### src/rtl/iprf_wb_arb_if.sv
// rtl/iprf_wb_arb_if.sv - source push and PRF write-port bundle for iprf_wb_arb
interface iprf_wb_arb_if #(
  parameter int NUM_SRC = 2,
  parameter int PKT_W   = 96,
  parameter int SRC_W   = (NUM_SRC > 1) ? $clog2(NUM_SRC) : 1
);
  logic [NUM_SRC-1:0]       src_valid;
  logic [NUM_SRC*PKT_W-1:0] src_pkt;
  logic [NUM_SRC-1:0]       src_ready;
  logic                     nuke;
  logic                     wr_stall;
  logic                     wr_valid;
  logic [PKT_W-1:0]         wr_pkt;
  logic [SRC_W-1:0]         wr_src;
  logic                     busy;

  modport master (
    output src_valid, src_pkt, nuke, wr_stall,
    input  src_ready, wr_valid, wr_pkt, wr_src, busy
  );

  modport slave (
    input  src_valid, src_pkt, nuke, wr_stall,
    output src_ready, wr_valid, wr_pkt, wr_src, busy
  );
endinterface

### src/rtl/iprf_wb_arb.sv
// rtl/iprf_wb_arb.sv - round-robin integer-PRF write-back arbiter; optional same-cycle bypass via IPRF_WB_BYPASS_EN
module iprf_wb_arb #(
  parameter int NUM_SRC    = 2,
  parameter int PKT_W      = 96,
  parameter int FIFO_DEPTH = 4
) (
  input  logic         clk,
  input  logic         reset,
  iprf_wb_arb_if.slave bus
);
  localparam int SRC_W = (NUM_SRC > 1) ? $clog2(NUM_SRC) : 1;
  localparam int PTR_W = $clog2(FIFO_DEPTH);
  localparam int CNT_W = PTR_W + 1;
  localparam logic [CNT_W-1:0] FULL = CNT_W'(FIFO_DEPTH);

  logic [PKT_W-1:0] mem_q [NUM_SRC][FIFO_DEPTH];
  logic [PTR_W-1:0] head_q [NUM_SRC];
  logic [PTR_W-1:0] head_d [NUM_SRC];
  logic [PTR_W-1:0] tail_q [NUM_SRC];
  logic [PTR_W-1:0] tail_d [NUM_SRC];
  logic [CNT_W-1:0] cnt_q  [NUM_SRC];
  logic [CNT_W-1:0] cnt_d  [NUM_SRC];

  logic [SRC_W-1:0] rr_ptr_q, rr_ptr_d;
  logic             wr_valid_q, wr_valid_d;
  logic [PKT_W-1:0] wr_pkt_q, wr_pkt_d;
  logic [SRC_W-1:0] wr_src_q, wr_src_d;

  logic [NUM_SRC-1:0] ready, nonempty, cand, push, pop;
  logic               out_free, gnt_vld, gnt_byp;
  logic [SRC_W-1:0]   gnt_idx;

  // Ready comes from registered count only, so a full FIFO stays not-ready while popping.
  always_comb begin
    for (int i = 0; i < NUM_SRC; i++) begin
      nonempty[i] = (cnt_q[i] != '0);
      ready[i]    = (cnt_q[i] != FULL) & ~bus.nuke;
      cand[i]     = nonempty[i];
`ifdef IPRF_WB_BYPASS_EN
      cand[i]     = nonempty[i] | (bus.src_valid[i] & ready[i]);
`endif
    end
  end

  // Scan from rr_ptr upward; iterating downward lets the closest candidate win.
  always_comb begin
    int idx;
    idx      = 0;
    out_free = ~wr_valid_q | ~bus.wr_stall;
    gnt_vld  = 1'b0;
    gnt_idx  = '0;
    for (int k = NUM_SRC - 1; k >= 0; k--) begin
      idx = int'(rr_ptr_q) + k;
      if (idx >= NUM_SRC) idx = idx - NUM_SRC;
      if (cand[idx]) begin
        gnt_vld = 1'b1;
        gnt_idx = SRC_W'(idx);
      end
    end
    gnt_vld = gnt_vld & out_free;
  end

  always_comb begin
    rr_ptr_d   = rr_ptr_q;
    wr_valid_d = wr_valid_q;
    wr_pkt_d   = wr_pkt_q;
    wr_src_d   = wr_src_q;
    gnt_byp    = 1'b0;
    pop        = '0;
    push       = '0;
    for (int i = 0; i < NUM_SRC; i++) begin
      head_d[i] = head_q[i];
      tail_d[i] = tail_q[i];
      cnt_d[i]  = cnt_q[i];
    end

    if (out_free) begin
      wr_valid_d = gnt_vld;
      if (gnt_vld) begin
        wr_src_d = gnt_idx;
        rr_ptr_d = (int'(gnt_idx) == NUM_SRC - 1) ? '0 : gnt_idx + 1'b1;
        if (nonempty[gnt_idx]) begin
          pop[gnt_idx] = 1'b1;
          wr_pkt_d     = mem_q[gnt_idx][head_q[gnt_idx]];
        end
`ifdef IPRF_WB_BYPASS_EN
        else begin
          gnt_byp  = 1'b1;
          wr_pkt_d = bus.src_pkt[int'(gnt_idx)*PKT_W +: PKT_W];
        end
`endif
      end
    end

    for (int i = 0; i < NUM_SRC; i++) begin
      push[i] = bus.src_valid[i] & ready[i] & ~(gnt_byp & (gnt_idx == SRC_W'(i)));
      if (push[i]) tail_d[i] = tail_q[i] + 1'b1;
      if (pop[i])  head_d[i] = head_q[i] + 1'b1;
      case ({push[i], pop[i]})
        2'b10:   cnt_d[i] = cnt_q[i] + 1'b1;
        2'b01:   cnt_d[i] = cnt_q[i] - 1'b1;
        default: cnt_d[i] = cnt_q[i];
      endcase
    end

    // Nuke overrides stall and discards this cycle's pushes and grant.
    if (bus.nuke) begin
      wr_valid_d = 1'b0;
      rr_ptr_d   = '0;
      for (int i = 0; i < NUM_SRC; i++) begin
        head_d[i] = '0;
        tail_d[i] = '0;
        cnt_d[i]  = '0;
      end
    end
  end

  always_ff @(posedge clk) begin
    if (reset) begin
      rr_ptr_q   <= '0;
      wr_valid_q <= 1'b0;
      wr_pkt_q   <= '0;
      wr_src_q   <= '0;
      for (int i = 0; i < NUM_SRC; i++) begin
        head_q[i] <= '0;
        tail_q[i] <= '0;
        cnt_q[i]  <= '0;
      end
    end else begin
      rr_ptr_q   <= rr_ptr_d;
      wr_valid_q <= wr_valid_d;
      wr_pkt_q   <= wr_pkt_d;
      wr_src_q   <= wr_src_d;
      for (int i = 0; i < NUM_SRC; i++) begin
        head_q[i] <= head_d[i];
        tail_q[i] <= tail_d[i];
        cnt_q[i]  <= cnt_d[i];
      end
    end
  end

  always_ff @(posedge clk) begin
    for (int i = 0; i < NUM_SRC; i++) begin
      if (push[i]) mem_q[i][tail_q[i]] <= bus.src_pkt[i*PKT_W +: PKT_W];
    end
  end

`ifndef SYNTHESIS
  always_ff @(posedge clk) begin
    if (!reset && !bus.nuke)
      assert ((bus.src_valid & ~ready) == '0)
        else $error("iprf_wb_arb: src_valid asserted while src_ready low");
  end
`endif

  assign bus.src_ready = ready;
  assign bus.wr_valid  = wr_valid_q;
  assign bus.wr_pkt    = wr_pkt_q;
  assign bus.wr_src    = wr_src_q;
  assign bus.busy      = wr_valid_q | (|nonempty);
endmodule

### src/flat_wrapper.sv
// flat-port wrapper written by rule: the top's interface ports become plain ports
module iprf_wb_arb_flat 
#(
  parameter int NUM_SRC    = 2,
  parameter int PKT_W      = 96,
  parameter int FIFO_DEPTH = 4
)
  (clk, reset, bus_src_valid, bus_src_pkt, bus_nuke, bus_wr_stall, bus_src_ready, bus_wr_valid, bus_wr_pkt, bus_wr_src, bus_busy);
  iprf_wb_arb_if #(.NUM_SRC(NUM_SRC), .PKT_W(PKT_W)) bus_i ();
  input  logic clk;
  input  logic reset;
  input wire logic [$bits(bus_i.src_valid)-1:0] bus_src_valid;
  input wire logic [$bits(bus_i.src_pkt)-1:0] bus_src_pkt;
  input wire logic [$bits(bus_i.nuke)-1:0] bus_nuke;
  input wire logic [$bits(bus_i.wr_stall)-1:0] bus_wr_stall;
  output wire logic [$bits(bus_i.src_ready)-1:0] bus_src_ready;
  output wire logic [$bits(bus_i.wr_valid)-1:0] bus_wr_valid;
  output wire logic [$bits(bus_i.wr_pkt)-1:0] bus_wr_pkt;
  output wire logic [$bits(bus_i.wr_src)-1:0] bus_wr_src;
  output wire logic [$bits(bus_i.busy)-1:0] bus_busy;
  assign bus_i.src_valid = bus_src_valid;
  assign bus_i.src_pkt = bus_src_pkt;
  assign bus_i.nuke = bus_nuke;
  assign bus_i.wr_stall = bus_wr_stall;
  assign bus_src_ready = bus_i.src_ready;
  assign bus_wr_valid = bus_i.wr_valid;
  assign bus_wr_pkt = bus_i.wr_pkt;
  assign bus_wr_src = bus_i.wr_src;
  assign bus_busy = bus_i.busy;
  iprf_wb_arb #(.NUM_SRC(NUM_SRC), .PKT_W(PKT_W), .FIFO_DEPTH(FIFO_DEPTH)) u_core (.clk(clk), .reset(reset), .bus(bus_i));
endmodule
### config.mk
export PLATFORM = sky130hd
export DESIGN_NAME = iprf_wb_arb_flat
export DESIGN_NICKNAME = d
export VERILOG_FILES = /design/src/rtl/iprf_wb_arb_if.sv /design/src/rtl/iprf_wb_arb.sv /design/src/flat_wrapper.sv
export SDC_FILE = /design/constraint.sdc
export NUM_CORES = 1
export LEC_CHECK = 0
export ABC_AREA = 1
export CORE_MARGIN = 5
export CORE_UTILIZATION = 63
export DETAILED_ROUTE_END_ITERATION = 10
export GPL_ROUTABILITY_DRIVEN = 0
export GPL_TIMING_DRIVEN = 1
export MAX_ROUTING_LAYER = met4
export PLACE_DENSITY = 0.86
export SLEW_MARGIN = 20
export SYNTH_ARGS = -nofsm -noshare
export SYNTH_HDL_FRONTEND = slang
export SYNTH_SLANG_ARGS = --single-unit
### constraint.sdc
create_clock -name clk -period 11.02 [get_ports clk]
set_clock_uncertainty 0.15 [all_clocks]
set_input_delay 2.204 -clock clk [delete_from_list [all_inputs] [get_ports clk]]
set_output_delay 2.204 -clock clk [all_outputs]
set_load 0.02 [all_outputs]
==> results.yml <==
run_status:
  status: "complete, no violations"
synthesis:
  synth_top_area_share_pct: 63.0
  synth-seq-cells: 881
  syn-mean-instance-area_um2: 10.1
  syn_inst: 3613
  synth-edff-count: 768
  synth.yosys.seq_area_share_pct: 69.2
  synth_top_area_cell: "edfxtp_1"
  synth_flop_cell: "edfxtp_1"
  synthArstFlopShare_pct: 0
  synthTopCellsByArea: "edfxtp_1, nand2_1, nand3_1"
  ys_warn_count: 0
  synth_cell_types: 27
  synth_fp_nets: 3823
  synthesis.area_mm2: 0.0366
sta:
  setup_ws_ps: 5190
  relSlewSlack_pct: 25.6
  fin_crit_ps: 5830
  hold_viol: 0
  worstMarginPinSlew_ps: 1120
  setup_violations: 0
  rsz0062_at_grt: "no"
  max_freq_mhz: 172
  drv_slew: 0
  tns_ps: 0
  period_share_pct: 52.9
floorplanning:
  io_pins: 299
  rows: 88
  start_util_pct: 63.5
  die_w_um: 251
  fp.dieH_um: 251
  die-area_mm2: 0.0630
  coreArea_mm2: 0.0576
clocking:
  cts_setup_buffers: 0
  ctsHoldBuffers: 0
  tritoncts: "yes"
  numCtsBuffers: 85
  cts-root-buf: "clkbuf_16"
  post_cts_resized: 0
  htree_levels: 3
  cts_buffer_depth: 3
  clk_pin_slew_worst_paths_ps: 60
  cts.sinks: 881
  clk-insertion-delay-late_ps: 620
global_routing:
  gr-total-overflow: 0
  grt_usage_pct: 30.0
  grt_max_degree: 122
  grt_pass1_wl_mm: 143
  antenna_found_initial: 12
  grt_pass1_vias: 26100
place:
  pre_cts_ws_ps: 5190
  dp_hpwl_mm: 49.2
  portBuffers: 298
critical_path:
  cp.required_ps: 8670
  critPathLaunchType: "primary input"
  cp_max_fo: 3
  end_kind: "output pin"
  r2r_start: "u_core.cnt_q[0][1]$_SDFFE_PP0P_"
  crit_arrival_ps: 3470
  startpoint: "bus_nuke"
  worstSetupPathType: "primary input to output pin"
detailed_routing:
  wl_met3_mm: 9.95
  drtPass1Iterations: 6
  drcViolationCount: 0
  viasPerCell: 5.73
  wl_met1_mm: 33.6
  wl_met2_mm: 48.2
  totalWireLength_mm: 94.4
  wire_per_inst_um: 20.3
  dr.max_layer_used: "met4"
  drt_iter0_drc: 2888
  ant_nets: 0
  dr_total_vias: 26700
job:
  cap_violations: 0
layout:
  syn2layout_area_growth_pct: 16.6
  finish.net_count: 4020
  drive_above_1_share_pct: 4.72
min_path:
  hold_path.class: "flop to flop"
  min_from: "u_core.head_q[1][1]$_SDFFE_PP0P_"
power:
  p_leak_uw: 0.0175
  p_per_area_mw_per_mm2: 193
  ir_drop_v: 0.000149
  total_power_uw: 8260
cell usage in the layout, fill, tap and decap left out, drive strengths merged, types with 10 or more instances in the layout:
| master | instances |
|---|---|
| clkdlybuf4s50 | 297 |
| ha | 10 |
| edfxtp | 768 |
| a21oi | 17 |
| buf | 36 |
| diode | 12 |
| nor2 | 210 |
| inv | 125 |
| clkinv | 19 |
| dfxtp | 113 |
| nand2 | 1643 |
| nand3 | 482 |
| clkbuf | 127 |
| o21ai | 16 |
through the flow:
stage | cells | utilization [%] | hold WS (ps) | area, µm²
detailed placement | 4488 | 69.2 | 293 | 39900
finish | 4654 | 74.1 | 302 | 42700
CTS | 4642 | 74.0 | 301 | 42600
global placement | 4488 | 69.2 | 289 | 39900
global route | 4654 | 74.1 | 366 | 42700
floorplan | 3613 | - | 272 | 36600
power by group:
group	switching (µW)	internal [µW]
clock	1200	1670
sequential	90.1	3790
combinational	996	513
synth_stat cells, types with 2 or more instances:
cell	number
edfxtp_1	768
buf_1	5
buf_4	12
inv_2	3
nand2_1	1639
nand2_2	3
fa_1	2
nand3_1	481
inv_1	120
o21ai_0	14
ha_1	10
a21oi_1	17
buf_2	108
nor2_1	209
o21ai_2	2
clkbuf_1	97
dfxtp_1	113
sequential cells by signal, summed over array words and instances, names as in the netlist:
signal,flops
u_core.rr_ptr_q,1
u_core.bus.wr_pkt,96
u_core.bus.wr_src,1
u_core.head_q,4
u_core.mem_q,768
u_core.bus.wr_valid,1
u_core.tail_q,4
u_core.cnt_q,6
worst max-delay path: stages:
cell and delay, ps:
clkdlybuf4s50_1 440, a31oi_1 190, clkdlybuf4s50_1 640
cells by family after synthesis:
family / count (synthesis) / synth area share, %
buffers and inverters: 346 / 4.06
adder cells (fa/ha/maj): 12 / 0.452
AND/OR/NAND/NOR: 2338 / 25.7
AO/OA/AOI/OAI: 36 / 0.530
flip-flops: 881 / 69.2
area by class of cell:
| type | instances | area, µm² |
|---|---|---|
| Sequential cell | 881 | 25300 |
| Fill cell | 3614 | 14900 |
| Multi-Input combinational cell | 2386 | 9880 |
| Timing Repair Buffer | 333 | 3250 |
| Clock buffer | 127 | 2520 |
| Tap cell | 765 | 957 |
| Inverter | 123 | 469 |
| Clock inverter | 27 | 235 |
| Antenna cell | 12 | 30.0 |
path summary, 6_finish.rpt:
kind | to | slack [ps] | cells after the start
setup reg to reg | u_core.bus.wr_pkt[5]$_SDFFE_PP0P_ | 6280 | 13
setup / recovery | bus_src_ready[1] | 5190 | 3
hold / removal | u_core.head_q[1][1]$_SDFFE_PP0P_ | 300 | 1
hold reg to reg | u_core.head_q[1][1]$_SDFFE_PP0P_ | 300 | 1
per-layer routing:
metal	GRT usage (%)	vias up
met1	37.0	12600
met4	10.9	0
met5	-	-
li1	-	12300
met2	50.3	1572
met3	5.34	241
(Power assumes the default switching activity.)
